## src/rtl/min_weight_pkg.sv

```systemverilog
// Shared types for the minimum-weight solution selector.
package min_weight_pkg;

  // Controller states: gather solution beats, then hold the result for the consumer.
  typedef enum logic {
    STATE__COLLECT = 1'b0,
    STATE__RESULT  = 1'b1
  } state_t;

endpackage

```

## src/rtl/axi_stream_if.sv

```systemverilog
// Minimal AXI-stream bundle carrying data, valid, ready and last.
interface axi_stream_if #(
  parameter int DATA_WIDTH = 8
);
  logic [DATA_WIDTH-1:0] tdata;
  logic                  tvalid;
  logic                  tready;
  logic                  tlast;

  modport master (output tdata, output tvalid, output tlast, input tready);
  modport slave  (input tdata, input tvalid, input tlast, output tready);
endinterface

```

## src/rtl/popcount.sv

```systemverilog
// Counts set bits among the lowest n positions of data.
module popcount #(
  parameter int MAX_N = 8,
  parameter int CNT_W = $clog2(MAX_N + 1)
) (
  input  logic [MAX_N-1:0] data,
  input  logic [CNT_W-1:0] n,
  output logic [CNT_W-1:0] count
);

  // Sum only the bits that fall below the requested length.
  always_comb begin
    count = '0;
    for (int i = 0; i < MAX_N; i++) begin
      if (CNT_W'(i) < n) begin
        count = count + CNT_W'(data[i]);
      end
    end
  end

endmodule

```

## src/rtl/min_weight_select.sv

```systemverilog
// Consumes a stream of GF(2) solution vectors and reports the lightest one
// of each set, together with its weight and the number of solutions seen.
module min_weight_select
  import min_weight_pkg::*;
#(
  parameter int MAX_VARS       = 16,
  parameter int AXI_DATA_WIDTH = 8,
  parameter int SOL_CNT_W      = 16,
  parameter int MAX_VARS_W     = (MAX_VARS <= 1) ? 1 : $clog2(MAX_VARS + 1)
) (
  input  logic                  clk,
  input  logic                  rst_n,
  input  logic [MAX_VARS_W-1:0] vars,
  axi_stream_if.slave           solution_stream,
  output logic                  result_valid,
  input  logic                  result_ready,
  output logic [MAX_VARS_W-1:0] min_weight,
  output logic [MAX_VARS-1:0]   min_solution,
  output logic [SOL_CNT_W-1:0]  solution_count,
  output logic                  framing_error
);

  localparam int PC_W = $clog2(AXI_DATA_WIDTH + 1);

  state_t                  state, state_next;
  logic                    tready;
  logic [MAX_VARS_W-1:0]   beats;
  logic [MAX_VARS_W-1:0]   beat_idx;
  logic [31:0]             base_bits;
  logic [31:0]             rem_bits;
  logic [PC_W-1:0]         beat_n;
  logic [PC_W-1:0]         beat_count;
  logic [AXI_DATA_WIDTH-1:0] beat_masked;
  logic [MAX_VARS-1:0]     asm_vec;
  logic [MAX_VARS-1:0]     cand_vec;
  logic [MAX_VARS_W-1:0]   weight_acc;
  logic [MAX_VARS_W-1:0]   cand_weight;
  logic                    accept;
  logic                    last_beat;
  logic                    sol_end;
  logic                    handshake;

  assign solution_stream.tready = tready;

  // Beats per solution and number of meaningful bits in the current beat.
  always_comb begin
    beats = MAX_VARS_W'(1);
    if (vars != '0) begin
      beats = MAX_VARS_W'((32'(vars) + 32'(AXI_DATA_WIDTH) - 32'd1) / 32'(AXI_DATA_WIDTH));
    end
    base_bits = 32'(beat_idx) * 32'(AXI_DATA_WIDTH);
    rem_bits  = 32'd0;
    if (32'(vars) > base_bits) begin
      rem_bits = 32'(vars) - base_bits;
    end
    beat_n = (rem_bits >= 32'(AXI_DATA_WIDTH)) ? PC_W'(AXI_DATA_WIDTH) : PC_W'(rem_bits);
  end

  // Bits at or beyond the vector length are forced to zero before use.
  for (genvar gi = 0; gi < AXI_DATA_WIDTH; gi++) begin : g_mask
    assign beat_masked[gi] = solution_stream.tdata[gi] & (PC_W'(gi) < beat_n);
  end

  popcount #(
    .MAX_N (AXI_DATA_WIDTH),
    .CNT_W (PC_W)
  ) u_popcount (
    .data  (beat_masked),
    .n     (beat_n),
    .count (beat_count)
  );

  // Candidate vector: assembled slices with the current beat merged at its slot.
  for (genvar gi = 0; gi < MAX_VARS; gi++) begin : g_cand
    localparam int SLICE  = gi / AXI_DATA_WIDTH;
    localparam int OFFSET = gi % AXI_DATA_WIDTH;
    assign cand_vec[gi] = (beat_idx == MAX_VARS_W'(SLICE)) ? beat_masked[OFFSET] : asm_vec[gi];
  end

  assign cand_weight = weight_acc + MAX_VARS_W'(beat_count);
  assign accept      = tready && solution_stream.tvalid;
  assign last_beat   = (beat_idx == beats - MAX_VARS_W'(1));
  assign sol_end     = accept && (last_beat || solution_stream.tlast);
  assign handshake   = result_valid && result_ready;

  // State register.
  always_ff @(posedge clk or negedge rst_n) begin
    if (!rst_n) begin
      state <= STATE__COLLECT;
    end else begin
      state <= state_next;
    end
  end

  // Next-state and handshake outputs; tready depends on state alone.
  always_comb begin
    state_next   = state;
    tready       = 1'b0;
    result_valid = 1'b0;
    case (state)
      STATE__COLLECT: begin
        tready = 1'b1;
        if (solution_stream.tvalid && solution_stream.tlast) begin
          state_next = STATE__RESULT;
        end
      end
      STATE__RESULT: begin
        result_valid = 1'b1;
        if (result_ready) begin
          state_next = STATE__COLLECT;
        end
      end
      default: state_next = STATE__COLLECT;
    endcase
  end

  // Accumulate beats, keep the lightest solution, clear on result handoff.
  always_ff @(posedge clk or negedge rst_n) begin
    if (!rst_n) begin
      beat_idx       <= '0;
      weight_acc     <= '0;
      asm_vec        <= '0;
      min_weight     <= '0;
      min_solution   <= '0;
      solution_count <= '0;
      framing_error  <= 1'b0;
    end else if (handshake) begin
      beat_idx       <= '0;
      min_weight     <= '0;
      min_solution   <= '0;
      solution_count <= '0;
      framing_error  <= 1'b0;
    end else if (accept) begin
      if (sol_end) begin
        beat_idx   <= '0;
        weight_acc <= '0;
        asm_vec    <= '0;
        // Solution count is zero only before the first solution of a set.
        if ((solution_count == '0) || (cand_weight < min_weight)) begin
          min_weight   <= cand_weight;
          min_solution <= cand_vec;
        end
        if (solution_count != '1) begin
          solution_count <= solution_count + SOL_CNT_W'(1);
        end
        if (solution_stream.tlast && !last_beat) begin
          framing_error <= 1'b1;
        end
      end else begin
        beat_idx   <= beat_idx + MAX_VARS_W'(1);
        weight_acc <= cand_weight;
        asm_vec    <= cand_vec;
      end
    end
  end

endmodule

```

## src/flat_wrapper.sv

```systemverilog
// flat-port wrapper written by rule: the top's interface ports become plain ports
module min_weight_select_flat import min_weight_pkg::*;
#(
  parameter int MAX_VARS       = 16,
  parameter int AXI_DATA_WIDTH = 8,
  parameter int SOL_CNT_W      = 16,
  parameter int MAX_VARS_W     = (MAX_VARS <= 1) ? 1 : $clog2(MAX_VARS + 1)
)
  (clk, rst_n, vars, result_valid, result_ready, min_weight, min_solution, solution_count, framing_error, solution_stream_tdata, solution_stream_tvalid, solution_stream_tlast, solution_stream_tready);
  axi_stream_if solution_stream_i ();
  input  logic clk;
  input  logic rst_n;
  input  logic [MAX_VARS_W-1:0] vars;
  output logic result_valid;
  input  logic result_ready;
  output logic [MAX_VARS_W-1:0] min_weight;
  output logic [MAX_VARS-1:0] min_solution;
  output logic [SOL_CNT_W-1:0] solution_count;
  output logic framing_error;
  input wire logic [$bits(solution_stream_i.tdata)-1:0] solution_stream_tdata;
  input wire logic [$bits(solution_stream_i.tvalid)-1:0] solution_stream_tvalid;
  input wire logic [$bits(solution_stream_i.tlast)-1:0] solution_stream_tlast;
  output wire logic [$bits(solution_stream_i.tready)-1:0] solution_stream_tready;
  assign solution_stream_i.tdata = solution_stream_tdata;
  assign solution_stream_i.tvalid = solution_stream_tvalid;
  assign solution_stream_i.tlast = solution_stream_tlast;
  assign solution_stream_tready = solution_stream_i.tready;
  min_weight_select #(.MAX_VARS(MAX_VARS), .AXI_DATA_WIDTH(AXI_DATA_WIDTH), .SOL_CNT_W(SOL_CNT_W), .MAX_VARS_W(MAX_VARS_W)) u_core (.clk(clk), .rst_n(rst_n), .vars(vars), .solution_stream(solution_stream_i), .result_valid(result_valid), .result_ready(result_ready), .min_weight(min_weight), .min_solution(min_solution), .solution_count(solution_count), .framing_error(framing_error));
endmodule
```

## config.mk

```make
export PLATFORM = sky130hd
export DESIGN_NAME = min_weight_select_flat
export DESIGN_NICKNAME = d
export VERILOG_FILES = /design/src/rtl/min_weight_pkg.sv /design/src/rtl/axi_stream_if.sv /design/src/rtl/popcount.sv /design/src/rtl/min_weight_select.sv /design/src/flat_wrapper.sv
export SDC_FILE = /design/constraint.sdc
export NUM_CORES = 1
export LEC_CHECK = 0
export CORE_MARGIN = 2
export CORE_UTILIZATION = 56
export DETAILED_ROUTE_END_ITERATION = 8
export GPL_TIMING_DRIVEN = 0
export PLACE_DENSITY = 0.85
export SYNTH_ARGS = -nofsm -noshare
export SYNTH_HDL_FRONTEND = slang
export SYNTH_SLANG_ARGS = --single-unit
```

## constraint.sdc

```tcl
create_clock -name clk -period 9.5 [get_ports clk]
set_input_delay 1.425 -clock clk [delete_from_list [all_inputs] [get_ports clk]]
set_output_delay 1.425 -clock clk [all_outputs]
set_load 0.05 [all_outputs]
```

==> impl_metrics.json, run 1 <==
{
  "path_common_cell": "ha_1",
  "drv_slew": 0,
  "multi_input_area_um2": 2773,
  "worst_slew_pin_slew_ns": 0.8166,
  "drt-vias-per-instance": 5.934,
  "syn_area_um2": 4532,
  "die_h_um": 93.96,
  "total_power_uw": 1922,
  "ant_nets": 0,
  "async_flop_share_pct": 100.0,
  "dpl_cell_area_um2": 5207,
  "max_freq_mhz": 108.6,
  "drive_gt1_share_pct": 13.39,
  "fp.dieW_um": 93.96,
  "hold_ws_ns": 0.4820,
  "vias": 4284,
  "grt_pass1_vias": 4065,
  "regArea_um2": 1627,
  "cts_root_buf": "clkbuf_8",
  "wl_um": 11890,
  "fill_cells": 570,
  "grt_pass1_wl_um": 19010,
  "drtIter0Drc": 326,
  "crit_slowest_cell": "fa_1",
  "p_leak_uw": 0.002541,
  "grt_max_degree": 66,
  "setup_viol": 0,
  "setup-tns-final_ns": 0,
  "clock-sinks": 65,
  "crit_fanout": 6,
  "dp_hpwl_um": 7957,
  "routabilityCongestion": 0.9462,
  "hold_viol": 0,
  "cts_buffer_depth": 2,
  "start_kind": "primary input",
  "ys_ff_latch": 65,
  "fin_crit_ns": 9.205,
  "first_pass_iters": 6,
  "area_growth_pct": 24.54,
  "antennaDiodeCount": 0,
  "instances_no_fill": 722,
  "maxCapViolCount": 0,
  "p_seq_share_pct": 19.9,
  "end_kind": "register",
  "antenna_found_initial": 0,
  "critical_path_class": "primary input to register",
  "wl_per_cell_um": 16.47,
  "yosys_warnings": 0,
  "ys_types": 60,
  "status": "finished clean",
  "relSlewSlack_pct": 45.56,
  "max-vdd-ir-drop_uv": 176.8,
  "fin_crit_sh_pct": 96.90,
  "powerDensity_nw_per_um2": 340.5,
  "cts_hold_buf": 0,
  "port_buffers": 55,
  "cts_tree": "done",
  "core_um2": 7767,
  "synth_nets": 592,
  "design_area_um2": 5644,
  "fin_skew_ns": 0.005128,
  "combPwrFrac_pct": 68.6,
  "die-area_um2": 8828,
  "h-tree-depth": 3,
  "std_cell_rows": 32,
  "insertion_delay_ns": 0.35,
  "start_util_pct": 58.34,
  "synthTopCellsByArea": "dfrtp_1, ha_1, o21ai_0",
  "clk_pin_slew_ns": 0.07,
  "synth_top_area_share_pct": 35.89,
  "power_switching_uw": 927.1,
  "min_path_type": "register to register",
  "synth.avg_cell_area_um2": 8.424,
  "layout.nets": 670,
  "overflow": 0,
  "dp.cells": 695,
  "ys.flop_type": "dfrtp_1",
  "internal_power_uw": 994.7,
  "ios": 58,
  "cp.arrival_ns": 9.44,
  "sw_frac_of_total_pct": 48.24,
  "drc": 0,
  "synth_area_leader_cell": "dfrtp_1",
  "cts_made_buffers": 9,
  "synth_edf_count": 0,
  "grt_use_total_pct": 27.42,
  "cpPeakStageDelay_ns": 0.43,
  "cp.required_ns": 9.74,
  "synth_cells": 538,
  "ys_seq_area_share_pct": 35.89,
  "clockPowerShare_pct": 11.5
}
-- critical path: cells and delay by family --
family	cells	cell delay [ns]
multiplexers	7	1.98
XOR/XNOR	1	0.21
AND/OR/NAND/NOR	7	0.75
adder cells (fa/ha/maj)	12	3.36
AO/OA/AOI/OAI	8	1.12
buffers and inverters	6	0.58
-- worst paths after layout --
path	from	end	slack, ns	cells past startpoint
setup / recovery	vars[3]	u_core.min_solution[4]	0.29	41
hold / removal	u_core.asm_vec[1]	u_core.asm_vec[1]	0.48	2
setup reg to reg	u_core.beat_idx[0]	u_core.min_solution[4]	1.01	39
hold reg to reg	u_core.asm_vec[1]	u_core.asm_vec[1]	0.48	2
max in group asynchronous	rst_n	u_core.min_weight[4]	7.80	1
min in group asynchronous	rst_n	u_core.min_solution[12]	1.16	1
-- cell families after synthesis --
| kind of cell | Yosys count | synth area share, % |
|---|---|---|
| flip-flops | 65 | 35.89 |
| multiplexers | 13 | 3.120 |
| buffers and inverters | 65 | 5.881 |
| adder cells (fa/ha/maj) | 36 | 10.27 |
| AO/OA/AOI/OAI | 124 | 16.65 |
| XOR/XNOR | 28 | 5.411 |
| AND/OR/NAND/NOR | 207 | 22.78 |
-- per-stage QoR --
step	util [%]	worst slack [ns]
2_1_floorplan	-	0.5907
3_3_place_gp	67.07	-0.9632
3_5_place_dp	67.04	-1.201
4_1_cts	70.75	0.008783
5_1_grt	72.66	-0.05814
6_report	72.66	0.2950
-- sequential cells by signal, indices dropped and copies added (netlist names) --
register               cells
u_core.min_solution       16
u_core.solution_count     16
u_core.beat_idx            5
u_core.state               1
u_core.framing_error       1
u_core.weight_acc          5
u_core.min_weight          5
u_core.asm_vec            16
-- cell type report --
class	count	share of cell area, %
buffer	22	2.483
clock buffer	11	2.328
clock inverter	4	0.7980
inverter	43	2.860
multi-input combinational	408	49.12
sequential	65	28.82
tap	102	2.261
timing repair buffer	67	11.33
-- placed cells by master, fill, tap and decap left out, types with 7 or more instances in the layout --
cell,instances
nand3_1,32
xor2_1,11
and3_1,7
nand2_1,72
a21oi_1,9
mux2_2,9
buf_4,12
clkdlybuf4s50_1,52
o21ai_1,7
xnor2_1,14
dfrtp_1,65
nor2_1,32
ha_1,31
and2_1,8
clkbuf_8,10
clkbuf_1,13
nand4_1,11
o21ai_0,64
inv_1,42
-- per-layer routing --
layer  part of all wire, %  up-vias  global-route usage (%)
met5                     0        -                       0
met4                   3.6        0                   12.20
met3                   6.4       46                   5.377
met2                    49      196                   45.24
met1                    41     2019                   34.93
li1                      -     2023                       -
-- synth_stat cells (2+ instances only) --
| cell type | count |
|---|---|
| dfrtp_1 | 65 |
| or4_1 | 2 |
| clkbuf_1 | 14 |
| o21ai_0 | 70 |
| nand2b_1 | 2 |
| mux2_2 | 9 |
| a2111oi_0 | 2 |
| nand3_1 | 33 |
| and4_1 | 2 |
| o211ai_1 | 3 |
| a211o_1 | 2 |
| a21o_1 | 4 |
| nand2_1 | 73 |
| a32o_1 | 2 |
| o21a_1 | 2 |
| mux2i_1 | 4 |
| a21oi_1 | 12 |
| xor2_1 | 12 |
| and2_1 | 8 |
| o21ai_1 | 3 |
| xnor2_1 | 16 |
| nor2_1 | 34 |
| nor2b_1 | 7 |
| or3_1 | 5 |
| a31oi_1 | 2 |
| o31ai_1 | 4 |
| inv_1 | 43 |
| nand4_1 | 11 |
| or2_2 | 4 |
| a21boi_0 | 2 |
| buf_2 | 6 |
| nor4_1 | 3 |
| nor3b_1 | 3 |
| fa_1 | 2 |
| ha_1 | 34 |
| nor3_1 | 6 |
| buf_6 | 2 |
| and3_1 | 7 |
| o22ai_1 | 2 |
-- power groups by stage --
stage | sequential, uW | clock (uW) | combinational [uW]
after global routing | 390 | 233 | 1440
after CTS | 382 | 221 | 1190
final | 383 | 221 | 1320
after detailed placement | 386 | 0 | 1080
after global placement | 383 | 0 | 1040
after floorplan | 518 | 0 | 662
-- repair_timing --
action / in CTS / in global routing
pin swaps: 3 / 11
setup buffers: 5 / 7
resized for setup: 23 / 26
endpoints found under the setup margin: 21 / 21
gates cloned: 0 / 0
No activity file was read; power rests on OpenSTA's default activity.
==> run 2: changes to the inputs <==
SLEW_MARGIN = 20   (was unset)
==> impl_metrics.json, run 2 (synthesis results as in run 1) <==
{
  "status": "finished clean",
  "grt_use_total_pct": 27.57,
  "setup_slack_ns": 0.3008,
  "ant_nets": 0,
  "worst_slew_pin_slew_ns": 0.6036,
  "cts_hold_buf": 0,
  "grt_max_degree": 52,
  "worst-r2r-cell-count": 42,
  "end_kind": "register",
  "reg.largest.list": "u_core.asm_vec x16, u_core.min_solution x16, u_core.solution_count x16",
  "worst-path-buf-inv": 7,
  "first_pass_iters": 5,
  "cts_made_buffers": 9,
  "clk_pin_slew_ns": 0.07,
  "crit_start": "vars[3]",
  "dp_hpwl_um": 8051,
  "insertion_delay_ns": 0.35,
  "drtIter0Drc": 303,
  "die_h_um": 93.96,
  "layout_common_cells": "nand2_1, o21ai_0, dfrtp_1",
  "clock-sinks": 65,
  "drv_slew": 0,
  "antenna_found_initial": 0,
  "min_path_type": "register to register",
  "instances_no_fill": 727,
  "core_um2": 7767,
  "crit-reg2reg-launch": "u_core.beat_idx[0]",
  "max_freq_mhz": 108.7,
  "area_growth_pct": 25.04,
  "grt_pass1_wl_um": 19210,
  "multi_input_area_um2": 2751,
  "setup_viol": 0,
  "maxCapViolCount": 0,
  "fin_crit_ns": 9.199,
  "cpPeakStageDelay_ns": 0.43,
  "fill_cells": 576,
  "antennaDiodeCount": 0,
  "routabilityCongestion": 0.9462,
  "h-tree-depth": 3,
  "dp.cells": 696,
  "drive_gt1_share_pct": 13.60,
  "path_common_cell": "ha_1",
  "cp.depth": 44,
  "cts_buffer_depth": 2,
  "ios": 58,
  "std_cell_rows": 32,
  "layout.nets": 675,
  "hold_viol": 0,
  "regArea_um2": 1627,
  "die-area_um2": 8828,
  "relSlewSlack_pct": 59.49,
  "fin_skew_ns": 0.008196,
  "cp.required_ns": 9.77,
  "cp.arrival_ns": 9.47,
  "vias": 4290,
  "layout_commonest_cell": "nand2_1",
  "critical_path_class": "primary input to register",
  "start_kind": "primary input",
  "wl_per_cell_um": 15.89,
  "overflow": 0,
  "hold_ws_ns": 0.4856,
  "grt_pass1_vias": 4139,
  "port_buffers": 55,
  "rr_endpoint": "u_core.min_solution[9]",
  "reg2reg_slack_ns": 1.02,
  "cts_tree": "done",
  "dp_slack_ns": -1.210,
  "fp.dieW_um": 93.96,
  "cts_root_buf": "clkbuf_8",
  "wl_um": 11550,
  "crit_slowest_cell": "fa_1",
  "cp-endpoint": "u_core.min_solution[9]",
  "cp_top_family": "adder cells",
  "fin_crit_sh_pct": 96.83,
  "crit_fanout": 10,
  "max-vdd-ir-drop_uv": 176.8,
  "powerDensity_nw_per_um2": 334.5,
  "start_util_pct": 58.34,
  "p_leak_uw": 0.002566,
  "drt-vias-per-instance": 5.901,
  "total_power_uw": 1895,
  "drc": 0
}
run 2: stage by stage:
stage                     cell area, um^2  TNS, ns  utilization (%)
after global routing                 5667  -0.1528            72.95
after global placement               5210   -19.89            67.07
final                                5667        0            72.95
after detailed placement             5235   -24.94            67.40
after floorplan                      4532        0                -
after CTS                            5537        0            71.28
run 2: cell type report:
cell class                 instances  share of cell area, %
clock inverter                     4                 0.7949
buffer                            22                  2.230
clock buffer                      11                  2.318
sequential                        65                  28.70
multi-input combinational        408                  48.55
inverter                          43                  2.848
timing repair buffer              72                  12.30
tap                              102                  2.252
run 2: per-layer routing:
| metal | wire [um] | vias up | global-route usage [%] |
|---|---|---|---|
| li1 | - | 2036 | - |
| met1 | 4997 | 2064 | 35.86 |
| met2 | 5625 | 163 | 44.58 |
| met3 | 622 | 27 | 7.384 |
| met4 | 307 | 0 | 9.420 |
| met5 | 0 | - | 0 |
run 2: how the worst min path moves through the flow:
stage                        from            endpoint  slack (ns)  depth (start not counted)
5_1_grt         u_core.asm_vec[2]   u_core.asm_vec[2]        0.51                          2
2_1_floorplan  u_core.asm_vec[10]  u_core.asm_vec[10]        0.45                          2
4_1_cts        u_core.asm_vec[12]  u_core.asm_vec[12]        0.48                          2
6_report        u_core.asm_vec[1]   u_core.asm_vec[1]        0.49                          2
3_3_place_gp   u_core.asm_vec[12]  u_core.asm_vec[12]        0.46                          2
3_5_place_dp    u_core.asm_vec[3]   u_core.asm_vec[3]        0.47                          2
run 2: power breakdown:
group / switching (uW) / internal, uW / total (uW)
clock network: 103 / 119 / 221
logic: 757 / 534 / 1290
registers: 43.1 / 339 / 382
total: 903 / 992 / 1900
run 2: worst reg2reg max path, delay by kind of cell, from the launching register on:
family,cells,cell delay [ns]
simple gates,11,1.44
compound gates,10,1.48
mux,5,1.38
fa+ha+maj,10,2.84
xor+xnor,1,0.22
buf+inv,5,0.50
flops,1,0.55
run 2: timing repair:
item / CTS / global route
pin swaps: 5 / 7
endpoints found under the hold margin: 0 / 0
cloned: 1 / 0
endpoints found under the setup margin: 21 / 21
gates resized for setup: 22 / 22
buffers inserted: 7 / 8
==> RTL change 1 (flow settings as in run 1) <==
`SOL_CNT_W` is set to 16 in 2 places; all go to 32.
--- a/src/rtl/min_weight_select.sv
+++ b/src/rtl/min_weight_select.sv
@@ -5,7 +5,7 @@
 #(
   parameter int MAX_VARS       = 16,
   parameter int AXI_DATA_WIDTH = 8,
-  parameter int SOL_CNT_W      = 16,
+  parameter int SOL_CNT_W      = 32,
   parameter int MAX_VARS_W     = (MAX_VARS <= 1) ? 1 : $clog2(MAX_VARS + 1)
 ) (
   input  logic                  clk,
--- a/src/flat_wrapper.sv
+++ b/src/flat_wrapper.sv
@@ -3,7 +3,7 @@
 #(
   parameter int MAX_VARS       = 16,
   parameter int AXI_DATA_WIDTH = 8,
-  parameter int SOL_CNT_W      = 16,
+  parameter int SOL_CNT_W      = 32,
   parameter int MAX_VARS_W     = (MAX_VARS <= 1) ? 1 : $clog2(MAX_VARS + 1)
 )
   (clk, rst_n, vars, result_valid, result_ready, min_weight, min_solution, solution_count, framing_error, solution_stream_tdata, solution_stream_tvalid, solution_stream_tlast, solution_stream_tready);
Interface: changed (resized solution_count); port bits go from 58 to 74. No check against the original RTL was run, so the function may have changed too.
==> RTL change 1 against run 1 <==
Sequential cell count rose by 16. Total power rose by 2.5%. Maximum frequency rose by 0.72%. Final cell count rose by 14%. Clock power rose by 14%. Design area rose by 17%. Utilization fell by 1.5 points. Critical path depth fell by 2. Routed wire length rose by 14%. Global-route usage fell by 0.12 points. Area after synthesis rose by 17%. Setup slack improved by 0.066 ns.
==> RTL change 1: results <==
{
  "via_per_inst": 5.863,
  "nFillCells": 702,
  "clock_path_buffers": 2,
  "yosysWarnings": 0,
  "gr-usage-all-layers_pct": 27.30,
  "avgSynthCellArea_sq_um": 8.869,
  "dr.pass1.iters": 5,
  "place_ws_ns": -1.339,
  "reg_top3": "u_core.solution_count (32), u_core.asm_vec (16), u_core.min_solution (16)",
  "syn-num-nets": 654,
  "routedWlPerCell_um": 16.44,
  "yosys-top-cells-area": "dfrtp_1 (38%), ha_1 (8.0%), nand2_1 (6.1%)",
  "worstMarginPinSlew_ns": 0.8700,
  "critPathMaxFanout": 10,
  "place_area_sq_um": 6238,
  "skew_ns": 0.01176,
  "slowest_delay_ns": 0.53,
  "grt_pass1_wl_mm": 22.45,
  "drt_iter0_drc": 321,
  "status": "completed",
  "synth_cell_types": 55,
  "dp_hpwl_mm": 10.05,
  "cts_made_buffers": 9,
  "vias": 4831,
  "drtAntennaViolNets": 0,
  "met1Wirelength_mm": 5.955,
  "drive_gt1_share_pct": 9.640,
  "met3_length_um": 633,
  "htree_levels": 3,
  "dpl.cell_count": 803,
  "slowest_stage": "clkdlybuf4s50_1",
  "grt_pass1_vias": 4657,
  "p_leak_nw": 3.092,
  "layout.nets": 745,
  "top_layer": "met4",
  "intPower_mw": 1.075,
  "place.gp.congestion": 0.9180,
  "vdd_ir_drop_max_mv": 0.1770,
  "seq_area_frac_synth_pct": 38.09,
  "portBuffers": 73,
  "synthTopCellsByCount": "nand2_1 (86), dfrtp_1 (81), nor2_1 (62)",
  "grt_max_degree": 73,
  "critPathArrivalTime_ns": 9.40,
  "wl_met2_mm": 6.796
}
## RTL change 1: changes by cell type after synthesis, moves of 11 or more
cell / delta
nand3_1: -12
and3_1: +11
a21oi_1: +21
nor2_1: +28
dfrtp_1: +16
nand2_1: +13
mux2i_1: +19
o21ai_0: -34
inv_1: -16
xor2_1: +14
## RTL change 1: critical path: cells and delay by family
kind	cells	cell delay, ns
buf+inv	5	1.03
mux	2	0.58
compound gates	12	1.66
simple gates	9	1.63
xor+xnor	1	0.18
fa+ha+maj	10	2.89
## RTL change 1: power groups by stage
| stage | clock [mW] | combinational, mW | sequential, mW |
|---|---|---|---|
| 2_1_floorplan | 0 | 0.638 | 0.581 |
| 3_3_place_gp | 0 | 0.998 | 0.454 |
| 3_5_place_dp | 0 | 1.05 | 0.457 |
| 4_1_cts | 0.254 | 1.11 | 0.450 |
| 5_1_grt | 0.270 | 1.39 | 0.458 |
| 6_report | 0.252 | 1.27 | 0.452 |
## RTL change 1: path summary, 6_finish.rpt
path                                     from                  endpoint  slack, ns  cells after the start
max                                   vars[1]      u_core.min_weight[4]       0.36                     39
min                         u_core.asm_vec[0]         u_core.asm_vec[0]       0.49                      2
max reg2reg                u_core.beat_idx[0]      u_core.min_weight[4]       1.18                     40
min reg2reg                 u_core.asm_vec[0]         u_core.asm_vec[0]       0.49                      2
max in group asynchronous               rst_n   u_core.min_solution[12]       8.04                      2
min in group asynchronous               rst_n  u_core.solution_count[7]       0.89                      1
## RTL change 1: metal layers
metal | track usage [%] | up-vias
met5 | 0 | -
met4 | 6.237 | 0
met3 | 4.279 | 15
met2 | 45.34 | 159
met1 | 37.95 | 2375
li1 | - | 2282
## RTL change 1: layout make-up
cell class / instances / area (sq um) / area share, %
sequential: 81 / 2027 / 30.82
clock buffer: 11 / 141.4 / 2.150
tap: 129 / 161.4 / 2.454
buffer: 23 / 112.6 / 1.712
multi-input combinational: 469 / 3186 / 48.43
clock inverter: 4 / 53.80 / 0.8180
timing repair buffer: 80 / 794.5 / 12.08
inverter: 27 / 101.3 / 1.541
## RTL change 1: per-stage QoR
stage	utilization, %	hold WS (ns)
CTS	70.05	0.4830
finish	71.18	0.4863
floorplan	-	0.4483
global placement	67.24	0.4607
detailed placement	67.52	0.4669
global route	71.18	0.5126
## RTL change 1: logic make-up after synthesis
group                      count (synthesis)  share of synthesized area [%]
buffers and inverters                     50                          3.833
adders and majority gates                 36                          8.747
AOI/OAI and AO/OA                        111                          13.10
xor gates and xnor gates                  43                          7.595
DFF                                       81                          38.09
muxes                                     28                          5.596
and+or+nand+nor                          251                          23.04
## RTL change 1: repair_timing
action                     4_1_cts  5_1_grt
setup buffers                    0        6
pin swaps                        2        3
resized for setup               14       21
setup endpoints to repair       21       21
gates cloned                     0        0
==> RTL change 2 (flow settings as in run 1) <==
Without the edit above. Register the output `solution_count` once more, with the module's reset; this adds one clock of latency there. The other outputs are not delayed to match.
--- a/src/rtl/min_weight_select.sv
+++ b/src/rtl/min_weight_select.sv
@@ -21,6 +21,8 @@
 );
 
   localparam int PC_W = $clog2(AXI_DATA_WIDTH + 1);
+
+  logic [SOL_CNT_W-1:0] solution_count_s0;
 
   state_t                  state, state_next;
   logic                    tready;
@@ -122,13 +124,13 @@
       asm_vec        <= '0;
       min_weight     <= '0;
       min_solution   <= '0;
-      solution_count <= '0;
+      solution_count_s0 <= '0;
       framing_error  <= 1'b0;
     end else if (handshake) begin
       beat_idx       <= '0;
       min_weight     <= '0;
       min_solution   <= '0;
-      solution_count <= '0;
+      solution_count_s0 <= '0;
       framing_error  <= 1'b0;
     end else if (accept) begin
       if (sol_end) begin
@@ -136,12 +138,12 @@
         weight_acc <= '0;
         asm_vec    <= '0;
         // Solution count is zero only before the first solution of a set.
-        if ((solution_count == '0) || (cand_weight < min_weight)) begin
+        if ((solution_count_s0 == '0) || (cand_weight < min_weight)) begin
           min_weight   <= cand_weight;
           min_solution <= cand_vec;
         end
-        if (solution_count != '1) begin
-          solution_count <= solution_count + SOL_CNT_W'(1);
+        if (solution_count_s0 != '1) begin
+          solution_count_s0 <= solution_count_s0 + SOL_CNT_W'(1);
         end
         if (solution_stream.tlast && !last_beat) begin
           framing_error <= 1'b1;
@@ -154,5 +156,13 @@
     end
   end
 
+  always_ff @(posedge clk or negedge rst_n) begin
+    if (!rst_n) begin
+      solution_count <= '0;
+    end else begin
+      solution_count <= solution_count_s0;
+    end
+  end
+
 endmodule
 
Check against the original RTL: not equivalent (Yosys sat finds a counterexample within 4 cycles, from zero or initial values and one cycle with rst_n low).
==> RTL change 2 against run 1 <==
Area after synthesis up 8.4%. Non-clock buffer count down 3. Setup slack better by 0.013 ns. Sequential cell count up 16. Count of clock-buffer cells in the layout down 2. Routed wire length down 4.9%. Total power up 8.5%. Design area up 7.3%.
==> RTL change 2: results <==
{
  "dp_hpwl_mm": 8.290,
  "clkTransAtPathRegs_ns": 0.09,
  "synth_cell_types": 78,
  "grt_pass1_wl_mm": 18.79,
  "cts_made_buffers": 9,
  "status": "completed",
  "synthArstFlopShare_pct": 100.0,
  "yosysWarnings": 0,
  "clock_path_buffers": 2,
  "gr-usage-all-layers_pct": 24.21,
  "antennaDiodeCount": 0,
  "synthTopCellsByCount": "dfrtp_1 (81), nor2_1 (64), nand2_1 (56)",
  "maxSlewHeadroom_pct": 62.26,
  "syn-num-nets": 569,
  "cts_root_buf": "clkbuf_8",
  "stdcell_count": 709,
  "layout.nets": 650,
  "yosys-top-cells-area": "dfrtp_1 (41%), ha_1 (8.7%), nor2_1 (4.9%)",
  "p_leak_nw": 2.752,
  "place_ws_ns": -1.822,
  "drive_gt1_share_pct": 16.81,
  "htree_levels": 3,
  "dr.pass1.iters": 5,
  "dpl.cell_count": 680,
  "grt_max_degree": 53,
  "hold_path.class": "reg -> reg",
  "drt_iter0_drc": 283,
  "place_area_sq_um": 5635,
  "place.gp.congestion": 0.9204,
  "finalWirelength_mm": 11.30,
  "vdd_ir_drop_max_mv": 0.1772,
  "skew_ns": 0.01310,
  "seq_area_frac_synth_pct": 41.24,
  "slowest_stage": "fa_2",
  "grt_pass1_vias": 3967,
  "vias": 4215,
  "antenna_found_initial": 0,
  "synth.most_common_cell": "dfrtp_1",
  "clk_latency_ns": 0.36,
  "slowest_delay_ns": 0.54,
  "critPathMaxFanout": 7,
  "portBuffers": 56,
  "avgSynthCellArea_sq_um": 9.543,
  "p_sw_mw": 0.9540
}
-- RTL change 2: layer usage --
layer	GRT usage, %	vias to the layer above	part of all wire, %
met5	0	-	0
met4	9.829	0	2.1
met3	4.173	24	4.6
met2	41.43	142	51
met1	30.47	2053	42
li1	-	1996	-
-- RTL change 2: cell type report --
type	count	area, sq um
buffer	16	143.9
clock buffer	9	123.9
clock inverter	7	53.80
fill	621	2580
inverter	24	90.09
multi-input combinational	394	2803
sequential	81	2027
tap	108	135.1
timing repair buffer	70	679.4
-- RTL change 2: kinds of logic (layout without fill, tap and decap cells) --
family / count (synthesis) / after routing / synth area share [%]
xor+xnor: 21 / 21 / 4.022
simple gates: 195 / 195 / 20.32
mux: 13 / 13 / 3.029
flops: 81 / 81 / 41.24
compound gates: 129 / 129 / 17.44
fa+ha+maj: 36 / 36 / 9.471
buf+inv: 40 / 126 / 4.481
-- RTL change 2: path summary, 6_finish.rpt --
kind | from | to | slack, ns | cells after the start
setup / recovery | vars[3] | u_core.min_weight[1] | 0.31 | 42
hold / removal | u_core.solution_count_s0[9] | u_core.solution_count[9] | 0.45 | 0
setup reg to reg | u_core.beat_idx[0] | u_core.min_weight[1] | 1.01 | 40
hold reg to reg | u_core.solution_count_s0[9] | u_core.solution_count[9] | 0.45 | 0
max in group asynchronous | rst_n | u_core.asm_vec[0] | 7.93 | 2
min in group asynchronous | rst_n | u_core.solution_count_s0[7] | 0.98 | 1
-- RTL change 2: worst max-delay path: cells and delay by family --
family	cells	cell delay (ns)
AO/OA/AOI/OAI	11	1.62
AND/OR/NAND/NOR	7	0.87
buffers and inverters	6	0.61
adder cells (fa/ha/maj)	11	3.33
multiplexers	6	1.49
XOR/XNOR	1	0.07
-- RTL change 2: power groups by stage --
stage                     Sequential [mW]  Combinational (mW)  Clock, mW
after floorplan                     0.624               0.724          0
after global placement              0.478                1.13          0
after detailed placement            0.482                1.18          0
after CTS                           0.475                1.25      0.232
after global routing                0.485                1.49      0.247
final                               0.477                1.38      0.231
-- RTL change 2: timing repair --
| item | in CTS | in global routing |
|---|---|---|
| pin swaps | 5 | 8 |
| resized for setup | 17 | 28 |
| buffers inserted | 9 | 4 |
| endpoints found under the setup margin | 22 | 21 |
